[config.mk]
export PLATFORM = sky130hd
export DESIGN_NAME = ifu_ift2axi
export DESIGN_NICKNAME = d
export VERILOG_FILES = /design/src/rtl/ifu_ift2axi_pkg.sv /design/src/rtl/ifu_ift2axi.sv
export SDC_FILE = /design/constraint.sdc
export NUM_CORES = 1
export LEC_CHECK = 0
export ABC_AREA = 1
export CAP_MARGIN = 20
export CORE_ASPECT_RATIO = 0.9
export CORE_MARGIN = 2
export CORE_UTILIZATION = 30
export CTS_BUF_LIST = sky130_fd_sc_hd__clkbuf_4
export CTS_CLUSTER_DIAMETER = 150
export DETAILED_ROUTE_END_ITERATION = 8
export GPL_TIMING_DRIVEN = 1
export PLACE_DENSITY = 0.71
export SYNTH_ARGS = -nofsm -noshare
export SYNTH_HDL_FRONTEND = slang
export SYNTH_SLANG_ARGS = --single-unit
[constraint.sdc]
create_clock -name clk -period 2.2 [get_ports clk]
set_input_delay 0.44 -clock clk [delete_from_list [all_inputs] [get_ports clk]]
set_output_delay 0.44 -clock clk [all_outputs]
set_load 0.005 [all_outputs]
[src/rtl/ifu_ift2axi_pkg.sv]
// Shared types and constants for the IFU fetch-to-AXI4-Lite bridge.
// Widths, bus response/protection codes and FSM state encodings.
package ifu_ift2axi_pkg;

  localparam int PC_SIZE    = 32;
  localparam int INSTR_SIZE = 32;

  localparam logic [1:0] AXI_RESP_OKAY  = 2'b00;
  localparam logic [2:0] AXI_PROT_INSTR = 3'b100;

  typedef enum logic [1:0] {
    ST_IDLE = 2'd0,
    ST_DATA = 2'd1,
    ST_RESP = 2'd2
  } ift_state_e;

endpackage

[src/rtl/ifu_ift2axi.sv]
// Fetch-bus bridge: one buffered pc request issued as an AXI4-Lite read.
// One AR/R in flight; instruction and error returned on the rsp channel.
module ifu_ift2axi
  import ifu_ift2axi_pkg::*;
#(
  parameter int AXI_DW = 32,
  parameter int AXI_AW = 32
) (
  input  logic                  clk,
  input  logic                  rst,
  input  logic                  ifu_req_valid,
  output logic                  ifu_req_ready,
  input  logic [PC_SIZE-1:0]    ifu_req_pc,
  output logic                  ifu_rsp_valid,
  input  logic                  ifu_rsp_ready,
  output logic [INSTR_SIZE-1:0] ifu_rsp_instr,
  output logic                  ifu_rsp_err,
  output logic                  axi_arvalid,
  input  logic                  axi_arready,
  output logic [AXI_AW-1:0]     axi_araddr,
  output logic [2:0]            axi_arprot,
  input  logic                  axi_rvalid,
  output logic                  axi_rready,
  input  logic [AXI_DW-1:0]     axi_rdata,
  input  logic [1:0]            axi_rresp
);

  localparam int LSB = $clog2(AXI_DW / 8);

  ift_state_e            state;
  logic                  req_vld;
  logic [PC_SIZE-1:0]    req_pc;
  logic                  lane;
  logic                  mis;
  logic                  drop;
  logic                  req_hsk;
  logic                  ar_hsk;
  logic [63:0]           rdata_w;
  logic [INSTR_SIZE-1:0] lane_word;

  assign mis     = |req_pc[1:0];
  assign drop    = (state == ST_IDLE) & req_vld & mis;
  assign req_hsk = ifu_req_valid & ifu_req_ready;
  assign ar_hsk  = axi_arvalid & axi_arready;

  // Ready depends only on the buffer so the fetch stage may gate
  // rsp_ready with it without forming a combinational loop.
  assign ifu_req_ready = ~req_vld;

  assign axi_arvalid = (state == ST_IDLE) & req_vld & ~mis;
  assign axi_araddr  = {req_pc[AXI_AW-1:LSB], {LSB{1'b0}}};
  assign axi_arprot  = AXI_PROT_INSTR;
  assign axi_rready  = (state == ST_DATA);

  assign ifu_rsp_valid = (state == ST_RESP);

  assign rdata_w   = 64'(axi_rdata);
  assign lane_word = lane ? rdata_w[63:32] : rdata_w[31:0];

  always_ff @(posedge clk or posedge rst) begin
    if (rst) begin
      req_vld <= 1'b0;
      req_pc  <= '0;
    end else if (req_hsk) begin
      req_vld <= 1'b1;
      req_pc  <= ifu_req_pc;
    end else if (ar_hsk | drop) begin
      req_vld <= 1'b0;
    end
  end

  always_ff @(posedge clk or posedge rst) begin
    if (rst) begin
      state         <= ST_IDLE;
      lane          <= 1'b0;
      ifu_rsp_instr <= '0;
      ifu_rsp_err   <= 1'b0;
    end else begin
      unique case (state)
        ST_IDLE: begin
          if (drop) begin
            state         <= ST_RESP;
            ifu_rsp_instr <= '0;
            ifu_rsp_err   <= 1'b1;
          end else if (ar_hsk) begin
            state <= ST_DATA;
            lane  <= (AXI_DW == 64) && req_pc[2];
          end
        end
        ST_DATA: begin
          if (axi_rvalid) begin
            state         <= ST_RESP;
            ifu_rsp_instr <= lane_word;
            ifu_rsp_err   <= (axi_rresp != AXI_RESP_OKAY);
          end
        end
        ST_RESP: begin
          if (ifu_rsp_ready) state <= ST_IDLE;
        end
        default: state <= ST_IDLE;
      endcase
    end
  end

endmodule

==> impl_results.md, run 1 <==
- Worst-Margin Slew: 609 ps
- Vias in the first global route: 2,502
- Most common cell after layout, fill and taps aside: clkdlybuf4s50_1
- Worst Path Required: 1760 ps
- WL final: 7410 um
- Crit path depth: 4
- Share of cells above drive strength 1: 6.62%
- Post-route DRC violation count: 0
- Critical path's most frequent cell: nor2_2
- WL met3: 665 um
- PD cells: 985 nW/um^2
- Max stage delay on crit path: 510 ps
- Post-Route Skew: 9.93 ps
- Peak supply drop: 0.398 mV
- Drt first-iter violations: 133
- Most frequent cells in the layout: 138 x clkdlybuf4s50_1, 132 x nand2_1, 68 x dfrtp_1, 63 x nand3_1, 10 x clkbuf_4
- Cell family with most CP delay: buffers and inverters
- Uppermost layer routed: met4
- Warnings, synthesis: 0
- Outcome: finished, final reports clean
- H-tree depth: 3
- Placed wire-length estimate: 5190 um
- Slew HR: 59.2%
- Synth Register Bits: 68
- Worst Path Buf+Inv: 1
- CTS Buffer Depth: 2
- Final hold vios: 0
- Post-Synthesis Cells: 345
- Pwr Total: 4.35 mW
- Area Growth Syn to Fin: 44.1%
- Site row count: 34
- Die ar.: 11,000 sq um
- Fill cells: 983
- Final worst setup slack: 109 ps
- Final slew viol count: 0
- Fmax: 478 MHz
- Wirelength per Cell: 12.8 um
- Netlist cell types: 20
- Root Buffer: clkbuf_4
- Register-to-Register Path Depth: 5
- Core area: 9780 sq um
- GRT overflow: 0
- Min Tclk post-route: 2090 ps
- RSZ-0062 raised after global routing: true
- CP max-delay cell: clkdlybuf4s50_1
- Met2 routed WL: 3380 um
- First-pass GRT wire length: 12,100 um
- Drt first pass iters: 4
- Initial core utilization: 31.3%
- Worst-path clk slew: 110 ps
- Number of hold buffers added after cts: 0
- Clock sink count: 68
- CP arrival: 1650 ps
- Leakage power: 2.16 nW
- CP Capture Type: output pin
- Nets: 520
- Max-Cap Viols: 0
- Die H: 99.9 um
- Die Width: 111 um
- All-Layer GR Usage: 13.4%
- Pin count of the biggest net entering global routing: 69
- Cell area after synthesis: 3060 sq um
- Top-Level Pins: 144
- Final antenna-violating net count: 0
- Post-Route M1 WL: 3310 um
- Vias per cell: 4.42
- Initial antenna violation count: 1
- Port Buf Inserts: 138
- Worst min path class: in -> async
- CTS tree: built
- Clk_lat worst skew: 390 ps
- Crit share post-route: 95.0%
- CTS buffer count: 9
- Sequential share of the synthesized area: 55.5%
- RePlAce Congestion: 0.767
- Final setup violation count: 0
- CP Launch Type: flip-flop
- Critical path class: reg -> out
- Vias: 2,564
- Syn Area/Cell: 8.88 sq um
- Worst-path fanout max: 2
- Dpl ws: 379 ps
- CP Cell Sequence: nor2_2, nand2_2, nor2_2, clkdlybuf4s50_1
==> Yosys cell counts <==
cell type	number	area [sq um]
nand2_1	133	499
inv_2	1	3.75
conb_1	2	7.51
a21oi_1	2	10.0
nand3_4	1	17.5
nand3_1	63	315
clkbuf_8	1	13.8
clkbuf_1	5	18.8
buf_2	4	20.0
clkinv_2	1	5.00
nor2_4	1	11.3
buf_4	39	293
o211ai_1	1	7.51
nand2_4	1	11.3
nor2_1	9	33.8
nand2_2	1	6.26
dfrtp_1	68	1700
buf_6	5	56.3
inv_1	6	22.5
nand3_2	1	10.0
==> worst paths after layout <==
check | endpoint | slack [ps] | start
setup / recovery | axi_arvalid | 110 | state[1]$_DFFE_PP0P_
max in group asynchronous | ifu_rsp_instr[23]$_DFFE_PP0P_ | 1460 | rst
min in group clk | req_pc[5]$_DFFE_PP0P_ | 480 | req_pc[5]$_DFFE_PP0P_
hold reg to reg | req_pc[5]$_DFFE_PP0P_ | 480 | req_pc[5]$_DFFE_PP0P_
hold / removal | ifu_rsp_instr[15]$_DFFE_PP0P_ | 420 | rst
setup reg to reg | req_pc[0]$_DFFE_PP0P_ | 500 | req_vld$_DFFE_PP0P_
==> power breakdown <==
part	internal (mW)	switching (mW)	total [mW]
Combinational	0.957	0.778	1.74
Sequential	1.62	0.214	1.84
Clock	0.349	0.428	0.776
==> per-layer routing <==
metal | up-vias | GRT usage (%)
li1 | 1252 | -
met1 | 1204 | 16.5
met2 | 103 | 21.8
met3 | 5 | 6.52
met4 | 0 | 2.60
met5 | - | 0
==> state kept, by name, indices dropped and copies added (netlist names) <==
register       count
ifu_rsp_instr     32
state              2
req_vld            1
req_pc            32
ifu_rsp_err        1
==> worst register-to-register path, stage by stage (launching register included) <==
cell and delay, ps:
dfrtp_1 460, inv_1 100, buf_4 300, nand2_2 450, nor2_1 210, a21oi_1 60
==> repair_timing <==
item / 4_1_cts / 5_1_grt
setup buffers: 1 / 0
pin swaps: 0 / 1
gates resized for setup: 1 / 2
endpoints found under the setup margin: 1 / 1
==> metrics by stage <==
stage / instances / setup TNS, ps / utilization, % / hold WS (ps) / cell area (sq um)
final: 580 / 0 / 45.1 / 416 / 4420
after global routing: 580 / -2.33 / 45.1 / 425 / 4420
after CTS: 579 / 0 / 45.1 / 415 / 4410
after detailed placement: 562 / 0 / 43.6 / 457 / 4270
after global placement: 562 / 0 / 43.6 / 452 / 4270
after floorplan: 348 / 0 / - / 443 / 3080
==> layout make-up <==
class	instances	area, sq um	share of cell area, %
diodes	1	2.50	0.0567
clock buffers	10	75.1	1.70
repair buffers	143	1440	32.7
flip-flops and latches	68	1700	38.5
clock inverters	6	55.1	1.25
inverters	8	31.3	0.708
well taps	126	158	3.57
multi-input cells	218	948	21.5
==> cell families (layout without fill, tap and decap cells) <==
logic type	Yosys count	count (layout)	share of synthesized area, %
flip-flops	68	68	55.5
buffers and inverters	62	167	14.1
AO/OA/AOI/OAI	3	3	0.572
other	2	6	0.245
AND/OR/NAND/NOR	210	210	29.5
No activity file was read; power rests on OpenSTA's default activity.
==> inputs of run 2 (changes only) <==
Settings changed: CORE_UTILIZATION 30 to 38, PLACE_DENSITY 0.71 to 0.85.
==> run 2 against run 1 <==
  * First-iteration DRC count is 62% lower
  * Cell count is 4.7% lower
  * Critical path type unchanged
  * Highest routed layer unchanged
  * Power is 0.14% higher
  * Design area is 0.88% lower
  * Maximum frequency is 1.4% lower
  * Register-to-register slack worse by 20 ps
  * Utilization is 9.9 points higher
  * Non-clock buffer count is 1 higher
  * Clock skew is 4.8 ps higher
  * Critical path depth is 1 lower
  * Sequential share of layout area is 0.34 points higher
  * Hold slack better by 16 ps
==> impl_results.md, run 2 (synthesized netlist as in run 1, its figures left out) <==
- Wirelength per Cell: 12.7 um (-0.86%)
- Port Buf Inserts: 138 (unchanged)
- Max stage delay on crit path: 530 ps (+20 ps)
- Dpl ws: 388 ps (+8.68 ps)
- Fill cells: 701 (-29%)
- Vias per cell: 4.65 (+5.3%)
- Area Growth Syn to Fin: 42.8%
- CP max-delay cell: clkdlybuf4s50_1
- Worst-Margin Slew: 588 ps (-21.6 ps)
- Drt first pass iters: 4 (unchanged)
- Worst Path Buf+Inv: 2 (+1)
- Share of cells above drive strength 1: 6.61% (-0.015 points)
- Slew HR: 60.7% (+1.4 points)
- Min Tclk post-route: 2120 ps (+30.5 ps)
- CTS tree: built
- Final hold vios: 0 (unchanged)
- Outcome: finished, final reports clean
- Vias: 2,573 (+0.35%)
- Worst-path clk slew: 110 ps (about the same)
- Largest regs: ifu_rsp_instr x32, req_pc x32, state x2
- RSZ-0062 raised after global routing: false
- Most frequent cells in the layout: 138 x clkdlybuf4s50_1, 133 x nand2_1, 68 x dfrtp_1, 63 x nand3_1, 10 x clkbuf_4
- Initial core utilization: 38.5% (+7.2 points)
- Clock sink count: 68 (unchanged)
- Critical path class: reg -> out
- Inserted Diodes: 0 (-1)
- CTS buffer count: 9 (unchanged)
- GRT overflow: 0 (unchanged)
- CP Cell Sequence: buf_4, nor2_4, clkdlybuf4s50_1
- Comb pwr share: 40.1% (+0.2 points)
- Internal power: 2.94 mW (+0.41%)
- Cell family with most CP delay: buffers and inverters
- CP arrival: 1680 ps (+30 ps)
- Top-Level Pins: 144 (unchanged)
- PD cells: 995 nW/um^2 (+1.0%)
- Crit share post-route: 96.4% (+1.4 points)
- Core area: 7950 sq um (-19%)
- Final antenna-violating net count: 0 (unchanged)
- Setup_tns: 0 ps (unchanged)
- Peak supply drop: 0.325 mV (-18%)
- Root Buffer: clkbuf_4
- Most common cell after layout, fill and taps aside: clkdlybuf4s50_1
- Leakage power: 2.16 nW (about the same)
- RePlAce Congestion: 0.749 (-2.3%)
- Pwr Total: 4.36 mW (+0.14%)
- Clk_lat worst skew: 390 ps (about the same)
- Worst Path Required: 1760 ps (about the same)
- Reg power frac: 42.4% (about the same)
- Vias in the first global route: 2,421 (-3.2%)
- First-pass GRT wire length: 11,100 um (-8.2%)
- Sw Pwr: 1.41 mW (-0.42%)
- H-tree depth: 3 (unchanged)
- Worst-path fanout max: 5 (+3)
- Fmax: 471 MHz (-1.4%)
- Clk pwr share: 17.5% (-0.3 points)
- Placed wire-length estimate: 4960 um (-4.4%)
- WL final: 7010 um (-5.5%)
- CP Capture Type: output pin
- Die ar.: 8800 sq um (-20%)
- Nets: 521 (+0.19%)
- Post-Route Skew: 14.7 ps (+4.82 ps)
- Max-Cap Viols: 0 (unchanged)
- Die H: 89.2 um (-11%)
- Drt first-iter violations: 51 (-62%)
- Final slew viol count: 0 (unchanged)
- Die Width: 98.7 um (-11%)
- Initial antenna violation count: 0 (-1)
- Inst Count DP: 535 (-4.8%)
- Worst min path class: in -> async
- Final worst setup slack: 78.8 ps (-30.5 ps)
- Final setup violation count: 0 (unchanged)
- Pin count of the biggest net entering global routing: 69 (unchanged)
- Area occupied by multi-input gates: 951 sq um (+0.26%)
- Post-route DRC violation count: 0 (unchanged)
- CP Launch Type: flip-flop
- Non-Filler Instances: 553 (-4.7%)
- Sw Share: 32.5% (-0.18 points)
- All-Layer GR Usage: 15.8% (+2.4 points)
- Site row count: 31 (-8.8%)
- Register area: 1700 sq um (unchanged)
- CTS Buffer Depth: 2 (unchanged)
[run 2: path summary, 6_finish.rpt]
| path | from | to | slack, ps | depth (start not counted) |
|---|---|---|---|---|
| min reg2reg | req_pc[5]$_DFFE_PP0P_ | req_pc[5]$_DFFE_PP0P_ | 480 | 2 |
| max reg2reg | req_vld$_DFFE_PP0P_ | req_pc[1]$_DFFE_PP0P_ | 480 | 5 |
| min in group clk | req_pc[5]$_DFFE_PP0P_ | req_pc[5]$_DFFE_PP0P_ | 480 | 2 |
| min | rst | ifu_rsp_instr[17]$_DFFE_PP0P_ | 430 | 3 |
| max | state[1]$_DFFE_PP0P_ | axi_rready | 80 | 3 |
| max in group asynchronous | rst | req_pc[16]$_DFFE_PP0P_ | 1490 | 3 |
[run 2: layer usage]
layer / GRT usage, % / up-vias / part of all wire, %
met5: 0 / - / 0
met4: 5.98 / 0 / 1.3
met3: 4.38 / 11 / 8.7
met2: 27.0 / 118 / 47
met1: 19.4 / 1189 / 43
li1: - / 1255 / -
[run 2: power by group through the flow]
| stage | Sequential [mW] | Combinational (mW) | Clock, mW |
|---|---|---|---|
| after CTS | 1.85 | 1.75 | 0.802 |
| after global placement | 1.86 | 1.68 | 0 |
| after floorplan | 1.83 | 1.16 | 0 |
| after global routing | 1.90 | 1.93 | 0.864 |
| after detailed placement | 1.87 | 1.72 | 0 |
| final | 1.85 | 1.75 | 0.762 |
[run 2: cell type report]
class | instances | share of cell area [%]
sequential | 68 | 38.9
clock inverter | 6 | 1.26
inverter | 8 | 0.715
multi-input combinational | 218 | 21.7
timing repair buffer | 144 | 32.9
clock buffer | 10 | 1.72
tap | 99 | 2.83
[run 2: through the flow]
step	cell area [sq um]	utilization, %	hold WS [ps]
global route	4380	55.0	437
global placement	4220	53.1	453
detailed placement	4220	53.1	463
floorplan	3080	-	443
finish	4380	55.0	432
CTS	4360	54.9	416
[run 2: repair_timing]
item	in CTS	in global routing
endpoints found under the setup margin	1	1
hold buffers	0	0
pin swaps	0	1
setup buffers	1	1
resized for setup	1	2
cloned	0	0
[run 2: tightest hold or removal path, stage by stage]
cell and delay (ps):
clkdlybuf4s50_1 410, inv_2 70, buf_12 310
